$ cat config.mk
export PLATFORM = sky130hd
export DESIGN_NAME = vga_sprite_overlay_flat
export DESIGN_NICKNAME = d
export VERILOG_FILES = /design/src/rtl/vga_sprite_overlay_if.sv /design/src/rtl/vga_sprite_overlay.sv /design/src/flat_wrapper.sv
export SDC_FILE = /design/constraint.sdc
export NUM_CORES = 2
export LEC_CHECK = 0
export ABC_CLOCK_PERIOD_IN_PS = 147000
export CAP_MARGIN = 10
export CELL_PAD_IN_SITES_DETAIL_PLACEMENT = 0
export CELL_PAD_IN_SITES_GLOBAL_PLACEMENT = 2
export CORE_UTILIZATION = 40
export CTS_CLUSTER_SIZE = 8
export DETAILED_ROUTE_END_ITERATION = 10
export DONT_BUFFER_PORTS = 1
export GPL_TIMING_DRIVEN = 1
export PLACE_DENSITY = 0.8
export SYNTH_ARGS = -nofsm -noshare
export SYNTH_HDL_FRONTEND = slang
export SYNTH_SLANG_ARGS = --single-unit
export TNS_END_PERCENT = 5
$ cat constraint.sdc
create_clock -name vga_clk -period 147 [get_ports vga_clk]
set_clock_uncertainty 0.1 [all_clocks]
set_input_delay 29.4 -clock vga_clk [delete_from_list [all_inputs] [get_ports vga_clk]]
set_output_delay 29.4 -clock vga_clk [all_outputs]
set_load 0.01 [all_outputs]
$ cat src/rtl/vga_sprite_overlay_if.sv
// -----------------------------------------------------------------------------
// vga_sprite_overlay_if
// Sprite attribute configuration port for vga_sprite_overlay.
//   cfg_valid  master -> slave  write request
//   cfg_ready  slave  -> master write accepted when high with cfg_valid
//   cfg_sel    master -> slave  sprite index (3 bits)
//   cfg_field  master -> slave  0=X, 1=Y, 2=colour, 3=enable, 4=mask row
//   cfg_mrow   master -> slave  mask row index (mask row writes only)
//   cfg_data   master -> slave  write data (16 bits)
// -----------------------------------------------------------------------------
interface vga_sprite_overlay_if;
  logic        cfg_valid;
  logic        cfg_ready;
  logic [2:0]  cfg_sel;
  logic [2:0]  cfg_field;
  logic [2:0]  cfg_mrow;
  logic [15:0] cfg_data;

  modport master (
    output cfg_valid, cfg_sel, cfg_field, cfg_mrow, cfg_data,
    input  cfg_ready
  );

  modport slave (
    input  cfg_valid, cfg_sel, cfg_field, cfg_mrow, cfg_data,
    output cfg_ready
  );
endinterface

$ cat src/rtl/vga_sprite_overlay.sv
// -----------------------------------------------------------------------------
// vga_sprite_overlay
// Pixel pipeline stage compositing up to NUM_SPRITES 1bpp sprites over the
// framebuffer pixel stream and driving the VGA pins. Sprite attributes are
// double-buffered: writes land in a shadow set that is copied to the active
// set on the leading edge of vertical sync.
//
// Ports:
//   vga_clk, wb_rst_i      pixel clock, asynchronous active-high reset
//   in_pix                 framebuffer pixel {b[1:0],g[2:0],r[2:0]}
//   in_row, in_col         current pixel coordinates
//   in_video_on            active display region
//   in_hs, in_vs           syncs from the timing generator (level SYNC_POL)
//   cfg                    configuration port (vga_sprite_overlay_if.slave)
//   vga_r/g/b              4-bit colour outputs (2-cycle latency)
//   vga_hs, vga_vs         syncs delayed to match the pixel path
//   frame_start_o          one-cycle pulse in the cycle after a commit
//   collision_o            previous frame had a sprite-sprite overlap
//
// Build option: define SPRITE_COLLISION_EN to include the collision
// accumulator; otherwise collision_o is tied low.
// -----------------------------------------------------------------------------
module vga_sprite_overlay #(
  parameter int NUM_SPRITES = 4,
  parameter int SPR_W       = 16,
  parameter int SPR_H       = 8,
  parameter int COORD_W     = 12,
  parameter int SYNC_POL    = 0
) (
  input  logic               vga_clk,
  input  logic               wb_rst_i,
  input  logic [7:0]         in_pix,
  input  logic [COORD_W-1:0] in_row,
  input  logic [COORD_W-1:0] in_col,
  input  logic               in_video_on,
  input  logic               in_hs,
  input  logic               in_vs,
  vga_sprite_overlay_if.slave cfg,
  output logic [3:0]         vga_r,
  output logic [3:0]         vga_g,
  output logic [3:0]         vga_b,
  output logic               vga_hs,
  output logic               vga_vs,
  output logic               frame_start_o,
  output logic               collision_o
);

  localparam int DXW = (SPR_W > 1) ? $clog2(SPR_W) : 1;
  localparam int DYW = (SPR_H > 1) ? $clog2(SPR_H) : 1;
  localparam logic SYNC_ACT = (SYNC_POL != 0);
  localparam logic [COORD_W:0] SPR_W_C = (COORD_W+1)'(SPR_W);
  localparam logic [COORD_W:0] SPR_H_C = (COORD_W+1)'(SPR_H);

  // Commit on the first cycle in_vs is active. The previous-state flop resets
  // to "active" so a reset released during vsync waits for the next edge.
  logic vs_act_prev_reg;
  logic commit;
  logic cfg_wr;

  assign commit        = (in_vs == SYNC_ACT) & ~vs_act_prev_reg;
  assign cfg.cfg_ready = ~commit;
  assign cfg_wr        = cfg.cfg_valid & cfg.cfg_ready;

  // Stage 1 registers shared by all sprites
  logic [7:0] s1_pix_reg;
  logic       s1_von_reg;
  logic       s1_hs_reg;
  logic       s1_vs_reg;
  logic       frame_start_reg;

  always_ff @(posedge vga_clk or posedge wb_rst_i) begin
    if (wb_rst_i) begin
      vs_act_prev_reg <= 1'b1;
      s1_pix_reg      <= '0;
      s1_von_reg      <= 1'b0;
      s1_hs_reg       <= ~SYNC_ACT;
      s1_vs_reg       <= ~SYNC_ACT;
      frame_start_reg <= 1'b0;
    end else begin
      vs_act_prev_reg <= (in_vs == SYNC_ACT);
      s1_pix_reg      <= in_pix;
      s1_von_reg      <= in_video_on;
      s1_hs_reg       <= in_hs;
      s1_vs_reg       <= in_vs;
      frame_start_reg <= commit;
    end
  end

  assign frame_start_o = frame_start_reg;

  // Per-sprite attribute storage, hit test (stage 1) and mask lookup (stage 2)
  logic [NUM_SPRITES-1:0] opaque;
  logic [7:0]             spr_colour [NUM_SPRITES];

  for (genvar gi = 0; gi < NUM_SPRITES; gi++) begin : g_spr
    logic [COORD_W-1:0] sh_x_reg, sh_y_reg, act_x_reg, act_y_reg;
    logic [7:0]         sh_col_reg, act_col_reg;
    logic               sh_en_reg, act_en_reg;
    logic [SPR_W-1:0]   sh_mask_reg  [SPR_H];
    logic [SPR_W-1:0]   act_mask_reg [SPR_H];
    logic               sel_hit;
    logic [COORD_W:0]   dx, dy;
    logic               hit_next;
    logic               s1_hit_reg;
    logic [DXW-1:0]     s1_dx_reg;
    logic [DYW-1:0]     s1_dy_reg;
    logic [SPR_W-1:0]   row_bits;

    assign sel_hit = cfg_wr && (cfg.cfg_sel == 3'(gi));

    // Commit never coincides with a write because cfg_ready is low then.
    always_ff @(posedge vga_clk or posedge wb_rst_i) begin
      if (wb_rst_i) begin
        sh_x_reg    <= '0;
        sh_y_reg    <= '0;
        sh_col_reg  <= '0;
        sh_en_reg   <= 1'b0;
        act_x_reg   <= '0;
        act_y_reg   <= '0;
        act_col_reg <= '0;
        act_en_reg  <= 1'b0;
        for (int r = 0; r < SPR_H; r++) begin
          sh_mask_reg[r]  <= '0;
          act_mask_reg[r] <= '0;
        end
      end else begin
        if (sel_hit) begin
          case (cfg.cfg_field)
            3'd0: sh_x_reg   <= cfg.cfg_data[COORD_W-1:0];
            3'd1: sh_y_reg   <= cfg.cfg_data[COORD_W-1:0];
            3'd2: sh_col_reg <= cfg.cfg_data[7:0];
            3'd3: sh_en_reg  <= cfg.cfg_data[0];
            3'd4: begin
              if (32'(cfg.cfg_mrow) < SPR_H)
                sh_mask_reg[DYW'(cfg.cfg_mrow)] <= cfg.cfg_data[SPR_W-1:0];
            end
            default: ;
          endcase
        end
        if (commit) begin
          act_x_reg   <= sh_x_reg;
          act_y_reg   <= sh_y_reg;
          act_col_reg <= sh_col_reg;
          act_en_reg  <= sh_en_reg;
          for (int r = 0; r < SPR_H; r++)
            act_mask_reg[r] <= sh_mask_reg[r];
        end
      end
    end

    // One extra bit keeps the sign so pixels left/above the sprite miss.
    assign dx = {1'b0, in_col} - {1'b0, act_x_reg};
    assign dy = {1'b0, in_row} - {1'b0, act_y_reg};
    assign hit_next = act_en_reg & ~dx[COORD_W] & ~dy[COORD_W]
                    & (dx < SPR_W_C) & (dy < SPR_H_C);

    always_ff @(posedge vga_clk or posedge wb_rst_i) begin
      if (wb_rst_i) begin
        s1_hit_reg <= 1'b0;
        s1_dx_reg  <= '0;
        s1_dy_reg  <= '0;
      end else begin
        s1_hit_reg <= hit_next;
        s1_dx_reg  <= dx[DXW-1:0];
        s1_dy_reg  <= dy[DYW-1:0];
      end
    end

    // Mask MSB is the leftmost pixel.
    assign row_bits       = act_mask_reg[s1_dy_reg];
    assign opaque[gi]     = s1_hit_reg & row_bits[DXW'(SPR_W-1) - s1_dx_reg];
    assign spr_colour[gi] = act_col_reg;
  end

  // Stage 2: lowest-index opaque sprite wins; scanning downward lets it
  // overwrite any higher-index candidate.
  logic [7:0]  win_colour;
  logic [11:0] rgb_next;

  always_comb begin
    win_colour = s1_pix_reg;
    for (int i = NUM_SPRITES - 1; i >= 0; i--) begin
      if (opaque[i])
        win_colour = spr_colour[i];
    end
    rgb_next = '0;
    if (s1_von_reg)
      rgb_next = {{1'b0, win_colour[2:0]}, {1'b0, win_colour[5:3]}, {2'b00, win_colour[7:6]}};
  end

  always_ff @(posedge vga_clk or posedge wb_rst_i) begin
    if (wb_rst_i) begin
      vga_r  <= '0;
      vga_g  <= '0;
      vga_b  <= '0;
      vga_hs <= ~SYNC_ACT;
      vga_vs <= ~SYNC_ACT;
    end else begin
      vga_r  <= rgb_next[11:8];
      vga_g  <= rgb_next[7:4];
      vga_b  <= rgb_next[3:0];
      vga_hs <= s1_hs_reg;
      vga_vs <= s1_vs_reg;
    end
  end

`ifdef SPRITE_COLLISION_EN
  // x & (x-1) is non-zero exactly when two or more bits are set.
  logic overlap;
  logic coll_acc_reg;
  logic collision_reg;

  assign overlap = s1_von_reg & (|(opaque & (opaque - NUM_SPRITES'(1))));

  always_ff @(posedge vga_clk or posedge wb_rst_i) begin
    if (wb_rst_i) begin
      coll_acc_reg  <= 1'b0;
      collision_reg <= 1'b0;
    end else if (commit) begin
      collision_reg <= coll_acc_reg;
      coll_acc_reg  <= overlap;
    end else begin
      coll_acc_reg  <= coll_acc_reg | overlap;
    end
  end

  assign collision_o = collision_reg;
`else
  assign collision_o = 1'b0;
`endif

endmodule

$ cat src/flat_wrapper.sv
// flat-port wrapper written by rule: the top's interface ports become plain ports
module vga_sprite_overlay_flat 
#(
  parameter int NUM_SPRITES = 4,
  parameter int SPR_W       = 16,
  parameter int SPR_H       = 8,
  parameter int COORD_W     = 12,
  parameter int SYNC_POL    = 0
)
  (vga_clk, wb_rst_i, in_pix, in_row, in_col, in_video_on, in_hs, in_vs, vga_r, vga_g, vga_b, vga_hs, vga_vs, frame_start_o, collision_o, cfg_cfg_valid, cfg_cfg_sel, cfg_cfg_field, cfg_cfg_mrow, cfg_cfg_data, cfg_cfg_ready);
  vga_sprite_overlay_if cfg_i ();
  input  logic vga_clk;
  input  logic wb_rst_i;
  input  logic [7:0] in_pix;
  input  logic [COORD_W-1:0] in_row;
  input  logic [COORD_W-1:0] in_col;
  input  logic in_video_on;
  input  logic in_hs;
  input  logic in_vs;
  output logic [3:0] vga_r;
  output logic [3:0] vga_g;
  output logic [3:0] vga_b;
  output logic vga_hs;
  output logic vga_vs;
  output logic frame_start_o;
  output logic collision_o;
  input wire logic [$bits(cfg_i.cfg_valid)-1:0] cfg_cfg_valid;
  input wire logic [$bits(cfg_i.cfg_sel)-1:0] cfg_cfg_sel;
  input wire logic [$bits(cfg_i.cfg_field)-1:0] cfg_cfg_field;
  input wire logic [$bits(cfg_i.cfg_mrow)-1:0] cfg_cfg_mrow;
  input wire logic [$bits(cfg_i.cfg_data)-1:0] cfg_cfg_data;
  output wire logic [$bits(cfg_i.cfg_ready)-1:0] cfg_cfg_ready;
  assign cfg_i.cfg_valid = cfg_cfg_valid;
  assign cfg_i.cfg_sel = cfg_cfg_sel;
  assign cfg_i.cfg_field = cfg_cfg_field;
  assign cfg_i.cfg_mrow = cfg_cfg_mrow;
  assign cfg_i.cfg_data = cfg_cfg_data;
  assign cfg_cfg_ready = cfg_i.cfg_ready;
  vga_sprite_overlay #(.NUM_SPRITES(NUM_SPRITES), .SPR_W(SPR_W), .SPR_H(SPR_H), .COORD_W(COORD_W), .SYNC_POL(SYNC_POL)) u_core (.vga_clk(vga_clk), .wb_rst_i(wb_rst_i), .in_pix(in_pix), .in_row(in_row), .in_col(in_col), .in_video_on(in_video_on), .in_hs(in_hs), .in_vs(in_vs), .cfg(cfg_i), .vga_r(vga_r), .vga_g(vga_g), .vga_b(vga_b), .vga_hs(vga_hs), .vga_vs(vga_vs), .frame_start_o(frame_start_o), .collision_o(collision_o));
endmodule
==> run metrics <==
RSZ-0062 raised after global routing no; first-pass GRT wire length 228000 µm; overall power about 0.86 mW; Max stage delay cell, worst path or2_4; clk root buf clkbuf_16; synthesized area between 50000 and 60000 µm²; GRT Total Usage between 20% and 30%; CP Capture Type primary output; CP arrival about 30000 ps; critical path required time between 100000 and 150000 ps; initial core utilization roughly 40%; initial DRC count between 2000 and 3000; Vias per Instance 5.21; Cell Int Power ~0.65 mW; sequential area share after synthesis about three fifths; P_sw between 0.2 and 0.25 mW; final wirelength approximately 150000 µm; Setup crit start kind input pin; die area roughly 150000 µm²; final setup TNS 0 ps; hold path cells 0; largest net degree at the start of global routing 188; leak pwr between 30 and 40 nW; # port buffers 0; reg-to-reg endpoint u_core.vga_r[0]; fraction of layout cells with a size suffix above 1 between 20% and 30%; fin crit share about 40%; layout net count 5240; Max clock buf depth 3; Mapped Avg Cell Area approximately 11 µm²; peak supply drop between 0.01 and 0.015 mV; Clock Latency Late Sink about 780 ps; post-synthesis register bit count 1343; Max Slew Vio Count 0; RD Place Congestion about 0.79; Setup Viol. Count Final 0; combinational fraction of design power 9.4%; Critical Path, Cell by Cell or2_4; hold buffer count at cts 0; slowest stage delay, CP roughly 380 ps; Die W approximately 380 µm; Tmin final around 59000 ps; post_cts resized 0; chip height between 300 and 400 µm; clock share of power around 44%; Vias 36700; Min-Delay Path Class reg2reg; Worst-path clk slew about 50 ps; Inserted Clock Buffers approximately 190; kind of cell adding the most delay to the critical path simple AND/OR/NAND/NOR gates; slew margin rel. between 15 and 20%; async set or reset register ratio after synthesis between 90% and 100%; I/O pin count 80; Routed WL per cell about 21 µm; clk sink count about 1300; CTS tree yes; sequential cell area 33600 µm²; Post-synth EDFFs 0; vias in the first global route roughly 37000; gr ovfl total 0; drc violations 27; FF-to-FF Start u_core.g_spr[1].s1_dy_reg[0]; number of distinct library cells after synthesis between 60 and 70; outcome finished with violations; dpl hpwl ~84000 µm; Flop pwr share a little under half; Crit Path Max Fanout 26; Setup CP Type in2out; remaining antenna violation count after routing 0; failing checks DRC; FP Rows 139; FF-to-FF path depth 10; Cells after Synth 5123; max frequency roughly 17 MHz; Sw Ratio between 20% and 30%; synth warn 0; actual slew at the worst max-slew pin roughly 1300 ps; Final Hold Viols 0; Pre-Repair DR Iteration Count 8; Max-Cap Viols 0; core area 144000 µm²; number of setup buffers added after CTS 0; power density over the cells approximately 13 nW/µm²; antenna violations before repair 13; Hold Crit Start u_core.s1_vs_reg; R2R setup slack 142150 ps; H-tree levels 4; Hold EP u_core.vga_vs; fillcell total between 10000 and 15000; P&R area growth vs syn 11.7%; area of the multi-input gates approximately 23000 µm²; Buffers & Inverters on Critical Path 0; Main synth FF type dfrtp_1
## how the worst max path moves through the flow
stage              from              endpoint  cells after the start
2_1_floorplan  wb_rst_i  u_core.frame_start_o                      1
3_3_place_gp      in_vs         cfg_cfg_ready                      1
3_5_place_dp      in_vs         cfg_cfg_ready                      1
4_1_cts           in_vs         cfg_cfg_ready                      1
5_1_grt           in_vs         cfg_cfg_ready                      1
6_report          in_vs         cfg_cfg_ready                      1
## cells in the mapped netlist, types with 4 or more instances
library cell	instances	area, µm²
nand3b_1	5	37.5
dfrtp_1	1338	33500
and3_1	4	25.0
a21oi_1	53	265
a221oi_1	10	87.6
a21boi_0	9	67.6
a22oi_1	32	240
a2111oi_0	4	35.0
ha_1	96	1200
dfstp_2	5	131
buf_2	20	100
nand3_1	13	65.1
o21ai_0	163	816
buf_6	5	56.3
a211oi_1	13	97.6
o21bai_1	5	37.5
xor2_1	10	87.6
nor3_1	21	105
inv_1	152	571
o211ai_1	4	30.0
buf_1	11	41.3
nor4_1	7	43.8
clkbuf_1	249	935
xnor2_1	29	254
mux2i_1	16	160
a21o_1	20	150
o22ai_1	10	62.6
a22o_1	8	70.1
o31ai_1	6	45.0
nand2_1	1827	6860
nand2b_1	28	175
nor2b_1	28	175
a31oi_1	5	31.3
mux2_2	645	7260
and2_1	6	37.5
nor2_1	47	176
nor3b_1	9	67.6
mux4_2	140	3150
fa_1	8	160
or3_1	12	75.1
buf_4	9	67.6
## per-stage QoR
| step | cell area (µm²) | cells | setup slack [ps] | hold slack, ps | util [%] |
|---|---|---|---|---|---|
| finish | 64700 | 7035 | 87710 | 240 | 45.0 |
| global route | 64700 | 7025 | 87690 | 255 | 45.0 |
| CTS | 64700 | 7022 | 87690 | 244 | 45.0 |
| detailed placement | 59700 | 6787 | 87690 | 247 | 41.5 |
| global placement | 59700 | 6787 | 87700 | 246 | 41.5 |
| floorplan | 57900 | 5127 | 79650 | 245 | - |
## metal layers
layer  share of wire (%)  vias up  GRT usage (%)
met5               0.018        -              0
met2                  46      639           32.2
met3                 5.3      222           4.44
met1                  47    18900           28.8
li1                    -    16900              -
met4                 2.0        4           5.46
## placed cells by master, fill, tap and decap left out, drive strengths merged, types with 16 or more instances in the layout
| cell | synthesis | layout |
|---|---|---|
| a21o | 20 | 20 |
| a21oi | 53 | 53 |
| a22oi | 32 | 32 |
| buf | 45 | 51 |
| clkbuf | 249 | 217 |
| dfrtp | 1338 | 1338 |
| ha | 96 | 96 |
| inv | 152 | 163 |
| mux2 | 645 | 645 |
| mux2i | 16 | 16 |
| mux4 | 140 | 140 |
| nand2 | 1827 | 1827 |
| nand2b | 28 | 28 |
| nor2 | 47 | 47 |
| nor2b | 28 | 28 |
| nor3 | 22 | 22 |
| o21ai | 163 | 163 |
| xnor2 | 29 | 29 |
## cells by family (layout without fill, tap and decap cells)
| logic type | count (synthesis) | count (layout) | synth area share [%] |
|---|---|---|---|
| AOI/OAI and AO/OA | 363 | 363 | 3.85 |
| xor gates and xnor gates | 39 | 39 | 0.590 |
| adders and majority gates | 104 | 104 | 2.35 |
| buffers and inverters | 447 | 439 | 3.06 |
| DFF | 1343 | 1343 | 58.0 |
| muxes | 801 | 801 | 18.3 |
| other | 1 | 18 | 0.00648 |
| and+or+nand+nor | 2025 | 2025 | 13.8 |
## area by class of cell
class | count | share of cell area [%]
antenna | 13 | 0.0503
clock buffer | 217 | 7.44
clock inverter | 18 | 0.306
inverter | 153 | 0.911
multi-input combinational | 3337 | 35.0
sequential | 1343 | 52.0
tap | 1903 | 3.68
timing repair buffer | 51 | 0.708
## power groups by stage
stage | Sequential [mW] | Combinational [mW] | Clock [mW]
floorplan | 0.402 | 0.0650 | 0
global placement | 0.405 | 0.0816 | 0
detailed placement | 0.406 | 0.0823 | 0
CTS | 0.400 | 0.0827 | 0.393
global route | 0.401 | 0.0910 | 0.408
finish | 0.400 | 0.0812 | 0.383
No activity file was read; power rests on OpenSTA's default activity.
